==> config.mk <==
export PLATFORM = sky130hd
export DESIGN_NAME = seq_count_var_dn
export DESIGN_NICKNAME = d
export VERILOG_FILES = /design/src/rtl/seq_count_var_dn.sv
export SDC_FILE = /design/constraint.sdc
export NUM_CORES = 1
export LEC_CHECK = 0
export ABC_AREA = 1
export BUFFER_PORTS_ARGS = -buffer_cell sky130_fd_sc_hd__buf_2
export CAP_MARGIN = 20
export CORE_AREA = 2 2 39 41
export CTS_CLUSTER_DIAMETER = 200
export DETAILED_ROUTE_END_ITERATION = 12
export DIE_AREA = 0 0 41 43
export GPL_ROUTABILITY_DRIVEN = 0
export SETUP_SLACK_MARGIN = 0.4
export SYNTH_ARGS = -nofsm -noshare
export SYNTH_HDL_FRONTEND = slang
export SYNTH_SLANG_ARGS = --single-unit
export TNS_END_PERCENT = 50
==> constraint.sdc <==
create_clock -name clk -period 0.9 [get_ports clk]
set_input_delay 0.045 -clock clk [delete_from_list [all_inputs] [get_ports clk]]
set_output_delay 0.045 -clock clk [all_outputs]
set_load 0.02 [all_outputs]
==> src/rtl/seq_count_var_dn.sv <==
// seq_count_var_dn: loadable binary down-counter used as a variable-length
// delay/timeout in sequential control paths.
//
// A load takes in_ at the next rising edge, and the count then steps down by
// one per cycle until it reaches zero. done flags the zero state and is
// decoded from the count register only.
//
// Optional build macro SEQ_COUNT_VAR_DN_WRAP_EN:
//   undefined (default): the count holds at zero until the next load.
//   defined:             the count wraps from zero to all-ones and free-runs.
module seq_count_var_dn #(
   parameter int nbits = 3
) (
   input  logic             clk,
   input  logic             reset,
   input  logic             ld,
   input  logic [nbits-1:0] in_,
   output logic [nbits-1:0] out,
   output logic             done
);

   logic [nbits-1:0] count_q;
   logic [nbits-1:0] count_d;

   // Next count: a load overrides everything, otherwise decrement while non-zero.
   always_comb begin
      count_d = count_q;
      if (ld) begin
         count_d = in_;
      end else if (count_q != '0) begin
         count_d = count_q - nbits'(1);
      end else begin
`ifdef SEQ_COUNT_VAR_DN_WRAP_EN
         count_d = '1;
`else
         count_d = '0;
`endif
      end
   end

   // Count register; reset has priority over a load in the same cycle.
   always_ff @(posedge clk) begin
      if (reset) begin
         count_q <= '0;
      end else begin
         count_q <= count_d;
      end
   end

   // Outputs come straight from the register, so ld/in_ never reach them combinationally.
   assign out  = count_q;
   assign done = (count_q == '0);

endmodule

==> flow_metrics.tcl, run 1 <==
set metrics [dict create \
    status "finished, violations left" \
    violations "negative setup slack" \
    antenna_found_initial 0 \
    start_util_pct 11.66 \
    drt_iter0_markers 1 \
    wl_per_cell_um 7.704 \
    maxCapViolCount 0 \
    slew_violations 0 \
    postRouteAntennaNets 0 \
    seq_power_share_pct 27.8 \
    clock_sinks 3 \
    fin_util_pct 24.77 \
    clock_latency_ns 0.24 \
    dp.cells 48 \
    syn_area_sq_um 161.4 \
    ys_warn_count 0 \
    cts_tree "done" \
    grt_pass1_wl_um 690 \
    synth-seq-cells 3 \
    die_w_um 41 \
    switching_share_pct 29.45 \
    die_height_um 43 \
    worstPathRequired_ns 0.85 \
    ys_seq_area_share_pct 37.21 \
    grt_overflow 0 \
    ir_drop_v 0.0004048 \
    drt-total-wl_um 416 \
    comb_power_share_pct 26.8 \
    dieArea_sq_mm 0.001763 \
    fin_crit_sh_pct 113.5 \
    worstRegToRegCells 5 \
    post-place-ws_ns -0.08187 \
    nets 47 \
    multi_input_area_sq_um 108.9 \
    fin_area_sq_um 342.8 \
    dpl-instance-area_sq_um 262.8 \
    fillers 144 \
    tns_ns -0.2482 \
    clkTransAtPathRegs_ns 0.04 \
    power.switching_uw 163.4 \
    regArea_sq_um 68.82 \
    clockPowerShare_pct 45.4 \
    drc 0 \
    leakagePower_nw 0.1636 \
    grt_pass1_vias 191 \
    final-hold-violation-count 0 \
    drive_gt1_share_pct 65.79 \
    n_antenna_cell 0 \
    finClkSkew_ns 0.005497 \
    worst-path-stages 3 \
    groute.usage.overall_pct 6.613 \
    cts_htree_levels 1 \
    rsz0062_at_grt "yes" \
    coreArea_sq_mm 0.001384 \
    final_cells 54 \
    min_path_type "in2reg" \
    final_cell_mix "nor2_1 (5), buf_2 (5), buf_6 (5)" \
    synth.avg_cell_area_sq_um 7.686 \
    cts_buffers 3 \
    fmax_mhz 978.7 \
    clockBufferDepth 2 \
    endpoint_kind "output pin" \
    min_path_cells 3 \
    crit_buf_inv 1 \
    largest_register_ffs 3 \
    critPathMaxStageDelay_ns 0.34 \
    postCtsHoldBufs 0 \
    crit_slowest_cell "dfxtp_4" \
    setup_violations 3 \
    crit_chain "nor2_4 > ha_4 > buf_6" \
    min_period_ns 1.022 \
    post_drt_via_cell_ratio 3.556 \
    grt_max_degree 5 \
    route.vias.total 192 \
    timing.critical_path.arrival_ns 0.98 \
    dp_hpwl_um 299.6 \
    syn_inst 21 \
    ys_types 8 \
    cp_max_fo 3 \
    worstMarginPinSlew_ns 0.1424 \
    p_int_uw 391.4 \
    cellPowerDensity_mw_per_mm2 1618 \
    layout-area-overhead-vs-synth_pct 112.4 \
    cp-start-kind "register" \
    cts-root-buf "clkbuf_4" \
    num_rows 14 \
    cpLargestDelayFamily "flip-flops" \
    critPathKind "reg2out" \
    max-slew-margin-rel_pct 90.41 \
    syn_nets 29 \
    ioPinCount 10 \
    firstDrtPassIters 3 \
    io_buffers 9 \
    fin_ws_ns -0.1218 \
]
-- power groups by stage --
| stage | combinational, mW | clock [mW] | sequential (mW) |
|---|---|---|---|
| floorplan | 0.0544 | 0 | 0.171 |
| global placement | 0.107 | 0 | 0.157 |
| detailed placement | 0.107 | 0 | 0.157 |
| CTS | 0.149 | 0.259 | 0.154 |
| global route | 0.164 | 0.265 | 0.156 |
| finish | 0.149 | 0.252 | 0.154 |
-- tightest hold or removal path: cells and delay by family --
family	cells	cell delay, ns
and+or+nand+nor	2	0.11
buffers and inverters	1	0.08
-- stage by stage --
stage	hold WS, ns	power, mW
after global routing	0.05245	0.5846
final	0.02316	0.5548
after detailed placement	0.2764	0.2644
after floorplan	0.1786	0.2259
after global placement	0.2793	0.2639
after CTS	0.02069	0.5622
-- layer usage --
layer  share of wire (%)  track usage [%]  routed length [um]  vias to the layer above
met2                  48            9.063                 199                        8
met3                 8.7            4.712                  36                        2
met5                   0                0                   0                        -
met1                  38            6.070                 160                       85
met4                 4.6            6.000                  19                        0
li1                    -                -                   -                       97
-- cells by family (layout without fill, tap and decap cells) --
logic type               after synthesis  count (layout)  synth area share, %
adder cells (fa/ha/maj)                2               2                15.50
buffers and inverters                  4              21                9.300
flip-flops                             3               3                37.21
AO/OA/AOI/OAI                          5               5                15.50
AND/OR/NAND/NOR                        7               7                22.48
-- area by class of cell --
type | instances | share of cell area [%]
clock buffer | 4 | 7.664
inverter | 4 | 4.380
multi-input combinational | 14 | 31.75
sequential | 3 | 20.07
tap | 16 | 5.839
timing repair buffer | 13 | 30.29
-- cells in the mapped netlist (all sizes together) --
cell type	n	area [sq um]
nand2	1	6.260
a21oi	2	10.01
ha	2	25.02
nor2	6	30.03
o21ai	3	15.01
inv	4	15.01
dfxtp	3	60.06
-- repair_timing --
| action | in CTS | in global routing |
|---|---|---|
| pin swaps | 4 | 0 |
| resized for setup | 11 | 1 |
| setup buffers | 2 | 0 |
| endpoints found under the setup margin | 7 | 7 |
-- worst paths after layout --
check | from | to | slack, ns
worst max-delay path | out[0]$_SDFF_PP0_ | done | -0.12
worst max register to register | out[0]$_SDFF_PP0_ | out[2]$_SDFF_PP0_ | -0.04
worst min register to register | out[2]$_SDFF_PP0_ | out[1]$_SDFF_PP0_ | 0.50
worst min-delay path | in_[2] | out[2]$_SDFF_PP0_ | 0.02
No activity file was read; power rests on OpenSTA's default activity.
==> run 2: changes to the inputs <==
--- a/config.mk
+++ b/config.mk
@@ -13,7 +13,8 @@
 export DETAILED_ROUTE_END_ITERATION = 12
 export DIE_AREA = 0 0 41 43
 export GPL_ROUTABILITY_DRIVEN = 0
-export SETUP_SLACK_MARGIN = 0.4
+export GPL_TIMING_DRIVEN = 1
+export SETUP_SLACK_MARGIN = 0.05
 export SYNTH_ARGS = -nofsm -noshare
 export SYNTH_HDL_FRONTEND = slang
 export SYNTH_SLANG_ARGS = --single-unit
==> constraint.sdc (replaced) <==
create_clock -name clk -period 1.09 [get_ports clk]
set_input_delay 0.0545 -clock clk [delete_from_list [all_inputs] [get_ports clk]]
set_output_delay 0.0545 -clock clk [all_outputs]
set_load 0.02 [all_outputs]
==> flow_metrics.tcl, run 2 (synthesized netlist as in run 1, its figures left out) <==
set metrics [dict create \
    io_buffers 9 \
    met2_length_um 143 \
    dp_hpwl_um 293.2 \
    post_drt_via_cell_ratio 3.471 \
    status "completed" \
    finClkSkew_ns 0.002850 \
    route.top_layer_used "met3" \
    postCtsHoldBufs 0 \
    drt-total-wl_um 367 \
    grt_max_degree 5 \
    rsz0062_at_grt "yes" \
    grt_pass1_wl_um 648 \
    endpoint_kind "output pin" \
    critPathMaxStageDelay_ns 0.33 \
    postRouteAntennaNets 0 \
    final_cell_mix "buf_2 (8), nor2_1 (5), inv_1 (4)" \
    slew_violations 0 \
    min_period_ns 1.021 \
    route.vias.total 177 \
    grt_pass1_vias 174 \
    start_util_pct 11.66 \
    cpLargestDelayFamily "flip-flops" \
    cts-root-buf "clkbuf_4" \
    ir_drop_v 0.0006135 \
    leakagePower_nw 0.1439 \
    setup_violations 0 \
    worstMarginPinSlew_ns 0.1594 \
    final_common_cell "buf_2" \
    final-hold-violation-count 0 \
    clkTransAtPathRegs_ns 0.04 \
    cts_tree "done" \
    final_cells 51 \
    cp_max_fo 3 \
    nets 44 \
    crit_buf_inv 1 \
    largest_register_ffs 3 \
    min_path_type "in2reg" \
    crit_chain "nor2_4 > ha_4 > buf_6" \
    coreArea_sq_mm 0.001384 \
    cp-start-kind "register" \
    n_antenna_cell 0 \
    die_w_um 41 \
    clockBufferDepth 2 \
    cts_buffers 3 \
    crit_slowest_cell "dfxtp_2" \
    fmax_mhz 979.6 \
    layout-area-overhead-vs-synth_pct 75.19 \
    dieArea_sq_mm 0.001763 \
    grt_overflow 0 \
    die_height_um 43 \
    cts_htree_levels 1 \
    worstPathRequired_ns 1.04 \
    drt_iter0_markers 0 \
    timing.critical_path.arrival_ns 0.97 \
    antenna_found_initial 0 \
    max-slew-margin-rel_pct 89.26 \
    wl_met3_um 58 \
    groute.usage.overall_pct 5.617 \
    fin_crit_sh_pct 93.66 \
    drc 0 \
    tns_ns 0 \
    clock_latency_ns 0.23 \
    wl_met1_um 165 \
    cellPowerDensity_mw_per_mm2 1475 \
    clock_sinks 3 \
    wl_per_cell_um 7.196 \
    ioPinCount 10 \
    dp.cells 46 \
    critPathKind "reg2out" \
    firstDrtPassIters 1 \
    drive_gt1_share_pct 54.29 \
    num_rows 14 \
    maxCapViolCount 0 \
]
run 2: cell type report:
cell class              instances  area [sq um]
repair buffers                 10         58.81
multi-input cells              14         98.84
well taps                      16         20.02
fillers                       148          1101
flip-flops and latches          3         63.81
clock buffers                   4         26.28
inverters                       4         15.01
run 2: path summary, 6_finish.rpt:
path	from	cells after the start	slack, ns	endpoint
hold reg to reg	out[2]$_SDFF_PP0_	2	0.49	out[1]$_SDFF_PP0_
setup reg to reg	out[1]$_SDFF_PP0_	5	0.11	out[2]$_SDFF_PP0_
hold / removal	in_[2]	3	0.05	out[2]$_SDFF_PP0_
setup / recovery	out[1]$_SDFF_PP0_	3	0.07	done
run 2: where the power goes:
| group | switching, mW | leakage (nW) | internal [mW] | total (mW) |
|---|---|---|---|---|
| Sequential | 0.0106 | 0.0258 | 0.121 | 0.131 |
| Combinational | 0.0485 | 0.103 | 0.0435 | 0.0919 |
| Clock | 0.0568 | 0.0150 | 0.137 | 0.194 |
run 2: layer usage:
layer / vias up / GRT usage, %
met2: 11 / 5.938
met5: - / 0
met3: 0 / 5.236
li1: 92 / -
met4: 0 / 2.000
met1: 74 / 7.692
run 2: through the flow:
step	area (sq um)	power (mW)	util (%)	hold WS, ns	setup WS [ns]
6_report	282.8	0.4171	20.43	0.05371	0.06913
5_1_grt	282.8	0.4499	20.43	0.07597	0.02636
4_1_cts	282.8	0.4255	20.43	0.04831	0.06445
3_5_place_dp	240.2	0.2097	17.36	0.2895	0.07775
3_3_place_gp	240.2	0.2087	17.36	0.2840	0.07229
2_1_floorplan	175.2	0.1853	-	0.1893	0.04309
run 2: what timing repair did:
| action | 4_1_cts | 5_1_grt |
|---|---|---|
| pin swaps | 1 | 0 |
| buffers inserted | 1 | 0 |
| endpoints found under the setup margin | 1 | 2 |
| resized for setup | 4 | 1 |
run 2: tightest hold or removal path, cell delays in order:
cell    delay [ns]
buf_2         0.08
nor2_1        0.04
nor2_1        0.08
